<file path="config.mk">
export PLATFORM = sky130hd
export DESIGN_NAME = debug_frame_sender
export DESIGN_NICKNAME = d
export VERILOG_FILES = /design/src/rtl/debug_frame_sender_pkg.sv /design/src/rtl/debug_frame_sender.sv
export SDC_FILE = /design/constraint.sdc
export NUM_CORES = 2
export LEC_CHECK = 0
export CAP_MARGIN = 20
export CORE_AREA = 2 2 399 401
export DETAILED_ROUTE_END_ITERATION = 16
export DIE_AREA = 0 0 401 403
export GPL_ROUTABILITY_DRIVEN = 0
export GPL_TIMING_DRIVEN = 0
export PLACE_DENSITY = 0.58
export RECOVER_POWER = 50
export SLEW_MARGIN = 20
export SYNTH_ARGS = -nofsm -noshare
export SYNTH_HDL_FRONTEND = slang
export SYNTH_SLANG_ARGS = --single-unit
</file>
<file path="constraint.sdc">
create_clock -name clk -period 3.4 [get_ports clk]
set_input_delay 0.68 -clock clk [delete_from_list [all_inputs] [get_ports clk]]
set_output_delay 0.68 -clock clk [all_outputs]
set_load 0.03 [all_outputs]
</file>
<file path="src/rtl/debug_frame_sender_pkg.sv">
// ---------------------------------------------------------------------------
// debug_frame_sender_pkg
// Shared types and constants for the debug frame sender.
//   snd_state_t     : sender FSM state encoding (IDLE/SEND/WAIT/DONE)
//   DEF_UART_BITS   : default width of one UART byte
//   DEF_FRAME_BITS  : default width of the full debug frame
//   ceil_div()      : integer ceiling division used to size the byte count
// ---------------------------------------------------------------------------
package debug_frame_sender_pkg;

    typedef enum logic [1:0] {
        SND_IDLE = 2'd0,
        SND_SEND = 2'd1,
        SND_WAIT = 2'd2,
        SND_DONE = 2'd3
    } snd_state_t;

    localparam int DEF_UART_BITS  = 8;
    localparam int DEF_FRAME_BITS = 1024;

    function automatic int ceil_div(input int num, input int den);
        return (num + den - 1) / den;
    endfunction

endpackage

</file>
<file path="src/rtl/debug_frame_sender.sv">
// ---------------------------------------------------------------------------
// debug_frame_sender
// Snapshots a wide debug frame on a start request and streams it through the
// UART transmitter one byte at a time (least significant byte first), using
// a start/done handshake per byte. Pulses o_done once the last byte is out.
//
// Ports:
//   clk         system clock, all logic on the rising edge
//   rst         synchronous active-high reset
//   i_start     one-cycle send request (ignored while busy)
//   i_frame     debug frame, captured only when i_start is accepted
//   i_tx_done   UART TX finished the current byte (honoured only in WAIT)
//   o_tx_start  one-cycle pulse telling the UART to send o_tx_data
//   o_tx_data   byte currently being sent, 0 while idle
//   o_busy      high from the accepted start through the DONE cycle
//   o_done      one-cycle pulse after the last byte has completed
// ---------------------------------------------------------------------------
module debug_frame_sender
    import debug_frame_sender_pkg::*;
#(
    parameter int UART_BITS  = DEF_UART_BITS,
    parameter int FRAME_BITS = DEF_FRAME_BITS
) (
    input  logic                  clk,
    input  logic                  rst,
    input  logic                  i_start,
    input  logic [FRAME_BITS-1:0] i_frame,
    input  logic                  i_tx_done,
    output logic                  o_tx_start,
    output logic [UART_BITS-1:0]  o_tx_data,
    output logic                  o_busy,
    output logic                  o_done
);

    localparam int N_BYTES  = ceil_div(FRAME_BITS, UART_BITS);
    localparam int CNT_BITS = $clog2(N_BYTES) + 1;
    localparam int PAD_BITS = N_BYTES * UART_BITS;

    snd_state_t            state;
    snd_state_t            next_state;
    logic [PAD_BITS-1:0]   shift_reg;
    logic [PAD_BITS-1:0]   next_shift;
    logic [CNT_BITS-1:0]   count;
    logic [CNT_BITS-1:0]   next_count;
    logic [CNT_BITS-1:0]   count_inc;

    assign count_inc = count + CNT_BITS'(1);

    // State, shift register and byte counter.
    always_ff @(posedge clk) begin
        if (rst) begin
            state     <= SND_IDLE;
            shift_reg <= '0;
            count     <= '0;
        end else begin
            state     <= next_state;
            shift_reg <= next_shift;
            count     <= next_count;
        end
    end

    // Next-state and output decode. The byte on the wire is always the low
    // byte of the shift register; it only moves when the UART reports done,
    // so it stays stable through the whole WAIT phase.
    always_comb begin
        next_state = state;
        next_shift = shift_reg;
        next_count = count;
        o_tx_start = 1'b0;
        o_tx_data  = shift_reg[UART_BITS-1:0];
        o_busy     = 1'b1;
        o_done     = 1'b0;

        case (state)
            SND_IDLE: begin
                o_busy    = 1'b0;
                o_tx_data = '0;
                if (i_start) begin
                    // Zero-extension supplies the padding of the last byte.
                    next_shift = PAD_BITS'(i_frame);
                    next_count = '0;
                    next_state = SND_SEND;
                end
            end
            SND_SEND: begin
                o_tx_start = 1'b1;
                next_state = SND_WAIT;
            end
            SND_WAIT: begin
                if (i_tx_done) begin
                    next_shift = shift_reg >> UART_BITS;
                    next_count = count_inc;
                    next_state = (count_inc == CNT_BITS'(N_BYTES)) ? SND_DONE : SND_SEND;
                end
            end
            SND_DONE: begin
                o_done     = 1'b1;
                next_state = SND_IDLE;
            end
            default: begin
                next_state = SND_IDLE;
            end
        endcase
    end

endmodule

</file>
# Yosys cells after proc, flatten, opt, wreduce, memory -nomap -nowiden
# Index checks and enable logic that the tools add are counted.
dict set report totals {
  regBits 1034
  out_inout_bits 11
  word_cells 28
}
dict set report classes {
  n_addsub 1
  eq_ne 6
  mux 14
  reduce_logical 4
}
# op n
set op_table {}
lappend op_table {{2-to-1 mux 1024 bit} 2}
lappend op_table {{one-hot mux 1024 bit (2 select lines)} 1}
lappend op_table {{2-to-1 mux 8 bit} 3}
lappend op_table {{one-hot mux 8 bit (2 select lines)} 1}
lappend op_table {{adder 8 x 1 -> 8 bit, second input constant} 1}
lappend op_table {{equality test 8 bit, second input constant} 1}
lappend op_table {{one-hot mux 2 bit (4 select lines)} 1}
lappend op_table {{2-to-1 mux 2 bit} 3}
lappend op_table {{equality test 2 bit, second input constant} 2}
lappend op_table {{!= test 2 bit, second input constant} 2}
lappend op_table {{2-to-1 mux 1 bit} 3}
lappend op_table {{AND reduction 3 bit} 1}
lappend op_table {{equality test 2 x 1 -> 1 bit, second input constant} 1}
lappend op_table {{logical NOT 2 bit} 1}
lappend op_table {{AND reduction 2 bit} 1}
lappend op_table {{nonzero test 2 bit} 1}

# Longest topological paths before layout
dict set report depth {
  word_depth 5
  depth_mapped 8
  depth_no_buf 5
}

# Least setup slack after synthesis
# Ideal clock, no wire load.
dict set report synth_path {
  kind {in2reg}
  from {input port rst}
  to {register shift_reg[755]}
  setup_time_ns 0.133
  arrival_time_ns 1.784
  t_required_ns 3.267
  setup_slack_ns 1.482
  cell_stages 5
  n_path_buf 4
  path_cell_list {clkbuf_1 clkbuf_1 clkbuf_1 clkbuf_1 a311oi_1}
}
# item line_no
set synth_rtl {}
lappend synth_rtl {{from (decl)} debug_frame_sender.sv:25} ;# input logic rst,
lappend synth_rtl {{to (signal assigned)} debug_frame_sender.sv:57} ;# shift_reg <= next_shift;
lappend synth_rtl {{to (decl)} debug_frame_sender.sv:41} ;# logic [PAD_BITS-1:0] shift_reg;
# No word-level cell between the ends.

# Worst setup path in the final report
dict set report layout_path {
  from {register state[1]}
  to {register shift_reg[986]}
}
dict set report layout_between {
  elab_chain_len 3
}
# item line_no
set layout_lines {}
lappend layout_lines {{from (decl)} debug_frame_sender.sv:39} ;# snd_state_t state;
lappend layout_lines {{from (signal assigned)} debug_frame_sender.sv:56} ;# state <= next_state;
lappend layout_lines {{equality test 2 bit / logical NOT 2 bit (equally long branches)} debug_frame_sender.sv:74} ;# case (state)
lappend layout_lines {{!= test 2 bit (no source line) / nonzero test 2 bit (equally long branches)} --}
lappend layout_lines {{AND reduction 3 bit (no source line)} --}
# Parallel ways exist; a longest one is shown, timed or not.
# A chain may end at the register's enable or synchronous reset.

==> summary by stage <==
Critical path
In this run the critical register-to-register path is captured at shift_reg[986]$_SDFFE_PP0P_. The worst setup path is captured at a register. The type of origin of the critical path is a register.

STA puts the critical path data required time at approximately 4000 ps. The largest driver fanout on the critical path is 10. In this run the critical register-to-register path is launched from state[1]$_SDFFE_PP0P_. The type of the worst setup path is reg -> reg.

The setup slack of the worst register-to-register path is 260 ps. The worst register-to-register path has a depth of 7. The data arrival time of the worst path is ~3700 ps.

Clock tree
The clock reaches the later pin of the worst-skew pair after 740 ps. The clock-pin slew on the worst setup and hold paths is 60 ps. Buffers inserted during clock tree synthesis total 114. The total of hold buffers inserted after clock tree synthesis is 0. The post-CTS setup buffer count is 0. TritonCTS built the clock tree. The clock tree root buffer cell is sky130_fd_sc_hd__clkbuf_16. Counting every sink on the clock net gives 1034.

The maximum number of buffers from clock root to sink is 3. The H-tree was split into 3 levels.

Route
After detailed routing, the number of remaining DRC violations is 0. Before antenna repair, the detailed router went through 7 iterations. The total number of vias is between 40000 and 50000. The number of vias per cell is between 5 and 6. After detailed routing, the average wire length per cell comes to 21.6 um. The count of antenna-violating nets left after detailed routing is 0.

The number of DRC markers in iteration 0 is 3357. The final routed wirelength across all metal layers is 197000 um.

Timing
The measured slew at the worst slew-check pin is 1330 ps. The headroom to the max-slew limit is 0.116. The clock period minus worst slack is around 3100 ps. The number of endpoints with negative hold slack in the final report is 0. Setup repair after global routing left no endpoint under its margin. The post-route fraction of the period consumed by the critical path is 0.924. Static timing analysis puts the maximum clock frequency at 0.318 GHz. Across the routed clock network, the largest skew measured is 34.1 ps. Setup violations remaining at the end of the flow were counted as 0. The max-slew violation total from the final report is 0. The final setup slack of the worst path is between 200 and 300 ps.

Place
The number of input and output port buffers inserted is 1036. The placed cell count is about 9000. The HPWL reported at the end of detailed placement is 157000 um. Prior to clock tree synthesis, the placed netlist has a worst setup slack of -291 ps.

Hold path
The destination of the worst hold path is count[5]$_SDFFE_PP0P_. The tightest min-delay check is of the in -> reg type. The worst hold path cell count is 3.

The launch instance of the worst min-delay path is i_tx_done.

Layout
The number of standard cells in the final layout excluding fillers is roughly 9100. The flip-flop count of the largest register, all copies and words added is 1024. From synthesis to final layout, the design area changed by 38.5%. Counting the fill cells in the layout gives 16451. In the final layout, the share of cells above drive strength 1 is 0.0514. At the end of the flow, the number of nets in the layout was 7939.

Die
For this configuration, the core starts out at a cell density of 0.279. In this run the core area contains ~150 standard-cell rows. In this run the vertical extent of the chip is 403 um.

The core area is 157000 sq um. The die footprint is ~160000 sq um. 1039 I/O pins were placed. The width of the chip is 401 um.

Synthesis
The count of yosys warnings during synthesis is 0. Dividing the synthesized area by the synthesized cell count gives approximately 7.6 sq um. The share of async-settable or async-resettable flops after synthesis is 0. The most used flip-flop cell after synthesis is sky130_fd_sc_hd__dfxtp_1. The number of nets handed over by synthesis was 6787. In this run, synthesis produced a sequential element count of 1034.

Counting every instance in the synthesized netlist gives between 5000 and 6000. The number of distinct library cells after synthesis is 37. Summing every instance area after synthesis gives 44000 sq um.

In this run, synthesis inferred 0 flip-flops with an integrated enable. The share of synthesized area occupied by flip-flops and latches is 0.471.

Pwr
In this run the power density over the cells is 530 nW/um^2. The highest ir drop seen on vdd is between 0.4 and 0.5 mV. The static leakage power is approximately 23 nW.

Global route
The global route total overflow is 0. The number of global-route vias before repair is 46546. The global-route wire length before repair is 290000 um. In the global route stage, overall resource usage came out at 0.233. The largest net degree at the start of global routing is 17. The initial antenna violation count is 103.

Flow run
The max-cap violation count is 0.

Status
The run finished with clean final reports.
-- worst max-delay path, cell delays in order, from the launching register on --
cell and delay, ps:
sky130_fd_sc_hd__dfxtp_1 290, sky130_fd_sc_hd__buf_4 160, sky130_fd_sc_hd__mux2i_1 180, sky130_fd_sc_hd__nor2_4 380, sky130_fd_sc_hd__clkbuf_1 890, sky130_fd_sc_hd__clkbuf_1 470
sky130_fd_sc_hd__clkbuf_1 440, sky130_fd_sc_hd__a311oi_1 170
-- final cells by class --
| class | count | area [sq um] | share of cell area |
|---|---|---|---|
| Clock buffer | 175 | 3400 | 0.0559 |
| Tap cell | 2072 | 2590 | 0.0426 |
| Clock inverter | 36 | 463 | 0.00760 |
| Timing Repair Buffer | 1036 | 10400 | 0.170 |
| Inverter | 1 | 3.75 | 0.0000616 |
| Multi-Input combinational cell | 4151 | 20800 | 0.342 |
| Buffer | 572 | 2370 | 0.0390 |
| Sequential cell | 1034 | 20700 | 0.340 |
| Antenna cell | 57 | 143 | 0.00234 |
-- placed cells by master (no fill, tap or decap), types with 5 or more instances in the layout --
master | netlist | final
sky130_fd_sc_hd__a22oi_1 | 8 | 8
sky130_fd_sc_hd__a21oi_1 | 5 | 5
sky130_fd_sc_hd__nand2_1 | 2037 | 2037
sky130_fd_sc_hd__clkbuf_2 | 0 | 21
sky130_fd_sc_hd__clkdlybuf4s50_1 | 0 | 1036
sky130_fd_sc_hd__clkbuf_16 | 0 | 114
sky130_fd_sc_hd__buf_1 | 62 | 55
sky130_fd_sc_hd__nor2_1 | 1038 | 1037
sky130_fd_sc_hd__dfxtp_1 | 1034 | 1034
sky130_fd_sc_hd__buf_2 | 194 | 149
sky130_fd_sc_hd__clkbuf_8 | 0 | 32
sky130_fd_sc_hd__diode_2 | 0 | 57
sky130_fd_sc_hd__clkbuf_1 | 312 | 372
sky130_fd_sc_hd__clkinv_2 | 0 | 19
sky130_fd_sc_hd__bufinv_16 | 0 | 7
sky130_fd_sc_hd__nor2b_1 | 11 | 11
sky130_fd_sc_hd__a311oi_1 | 1016 | 1016
-- metrics by stage --
step                      setup TNS, ps  instance area, sq um  total power, mW  hold WS [ps]  utilization
after floorplan                       0                 44000             17.1           455            -
after global placement           -97170                 56900             19.6           462        0.361
after detailed placement         -62150                 56900             19.6           467        0.361
after CTS                             0                 60800             32.5           259        0.386
after global routing                  0                 60900             33.7           288        0.387
final                                 0                 60900             32.3           337        0.387
-- cells in the mapped netlist (2+ instances only) --
cell	n	share of area
sky130_fd_sc_hd__nor2_1	1038	0.089
sky130_fd_sc_hd__o21ai_0	4	0.00046
sky130_fd_sc_hd__a211oi_1	2	0.00034
sky130_fd_sc_hd__and2_1	2	0.00028
sky130_fd_sc_hd__clkbuf_1	312	0.027
sky130_fd_sc_hd__a22oi_1	8	0.0014
sky130_fd_sc_hd__nand3_1	2	0.00023
sky130_fd_sc_hd__nor3_1	3	0.00034
sky130_fd_sc_hd__a311oi_1	1016	0.20
sky130_fd_sc_hd__nor2b_1	11	0.0016
sky130_fd_sc_hd__nand2b_1	2	0.00028
sky130_fd_sc_hd__nand2_1	2037	0.17
sky130_fd_sc_hd__a21oi_1	5	0.00057
sky130_fd_sc_hd__buf_1	62	0.0053
sky130_fd_sc_hd__buf_2	194	0.022
sky130_fd_sc_hd__dfxtp_1	1034	0.47
sky130_fd_sc_hd__buf_4	4	0.00068
sky130_fd_sc_hd__a31oi_1	3	0.00043
-- worst max path at each step --
stage / startpoint / cells after the start / end
CTS: state[0]$_SDFFE_PP0P_ / 4 / o_tx_data[3]
floorplan: rst / 5 / shift_reg[755]$_SDFFE_PP0P_
global route: state[1]$_SDFFE_PP0P_ / 7 / shift_reg[975]$_SDFFE_PP0P_
detailed placement: i_start / 7 / shift_reg[149]$_SDFFE_PP0P_
finish: state[1]$_SDFFE_PP0P_ / 7 / shift_reg[986]$_SDFFE_PP0P_
global placement: i_start / 7 / shift_reg[78]$_SDFFE_PP0P_
-- logic make-up (layout without fill, tap and decap cells) --
family	after synthesis	in the layout	synth area share
buf+inv	573	1820	0.0548
mux	1	1	0.000228
flops	1034	1034	0.471
xor+xnor	1	1	0.000199
simple gates	3103	3103	0.267
other cells	0	57	0
fa+ha+maj	1	1	0.000285
compound gates	1045	1045	0.207
-- per-layer routing --
metal	global-route usage	vias up	routed length, um
li1	-	22426	-
met1	0.283	22298	80800
met2	0.393	1566	94100
met3	0.0634	384	15200
met4	0.0862	82	6660
met5	0	-	543
-- report_power, final --
part           internal, mW  switching [mW]
registers              13.4           0.688
logic                  2.39            3.01
clock network          7.43            5.40
total                  23.2            9.10
-- timing repair --
action / CTS / global route
gates resized for setup: 1 / 0
hold endpoints to repair: 0 / 0
endpoints found under the setup margin: 1 / 0
(Power assumes the default switching activity.)
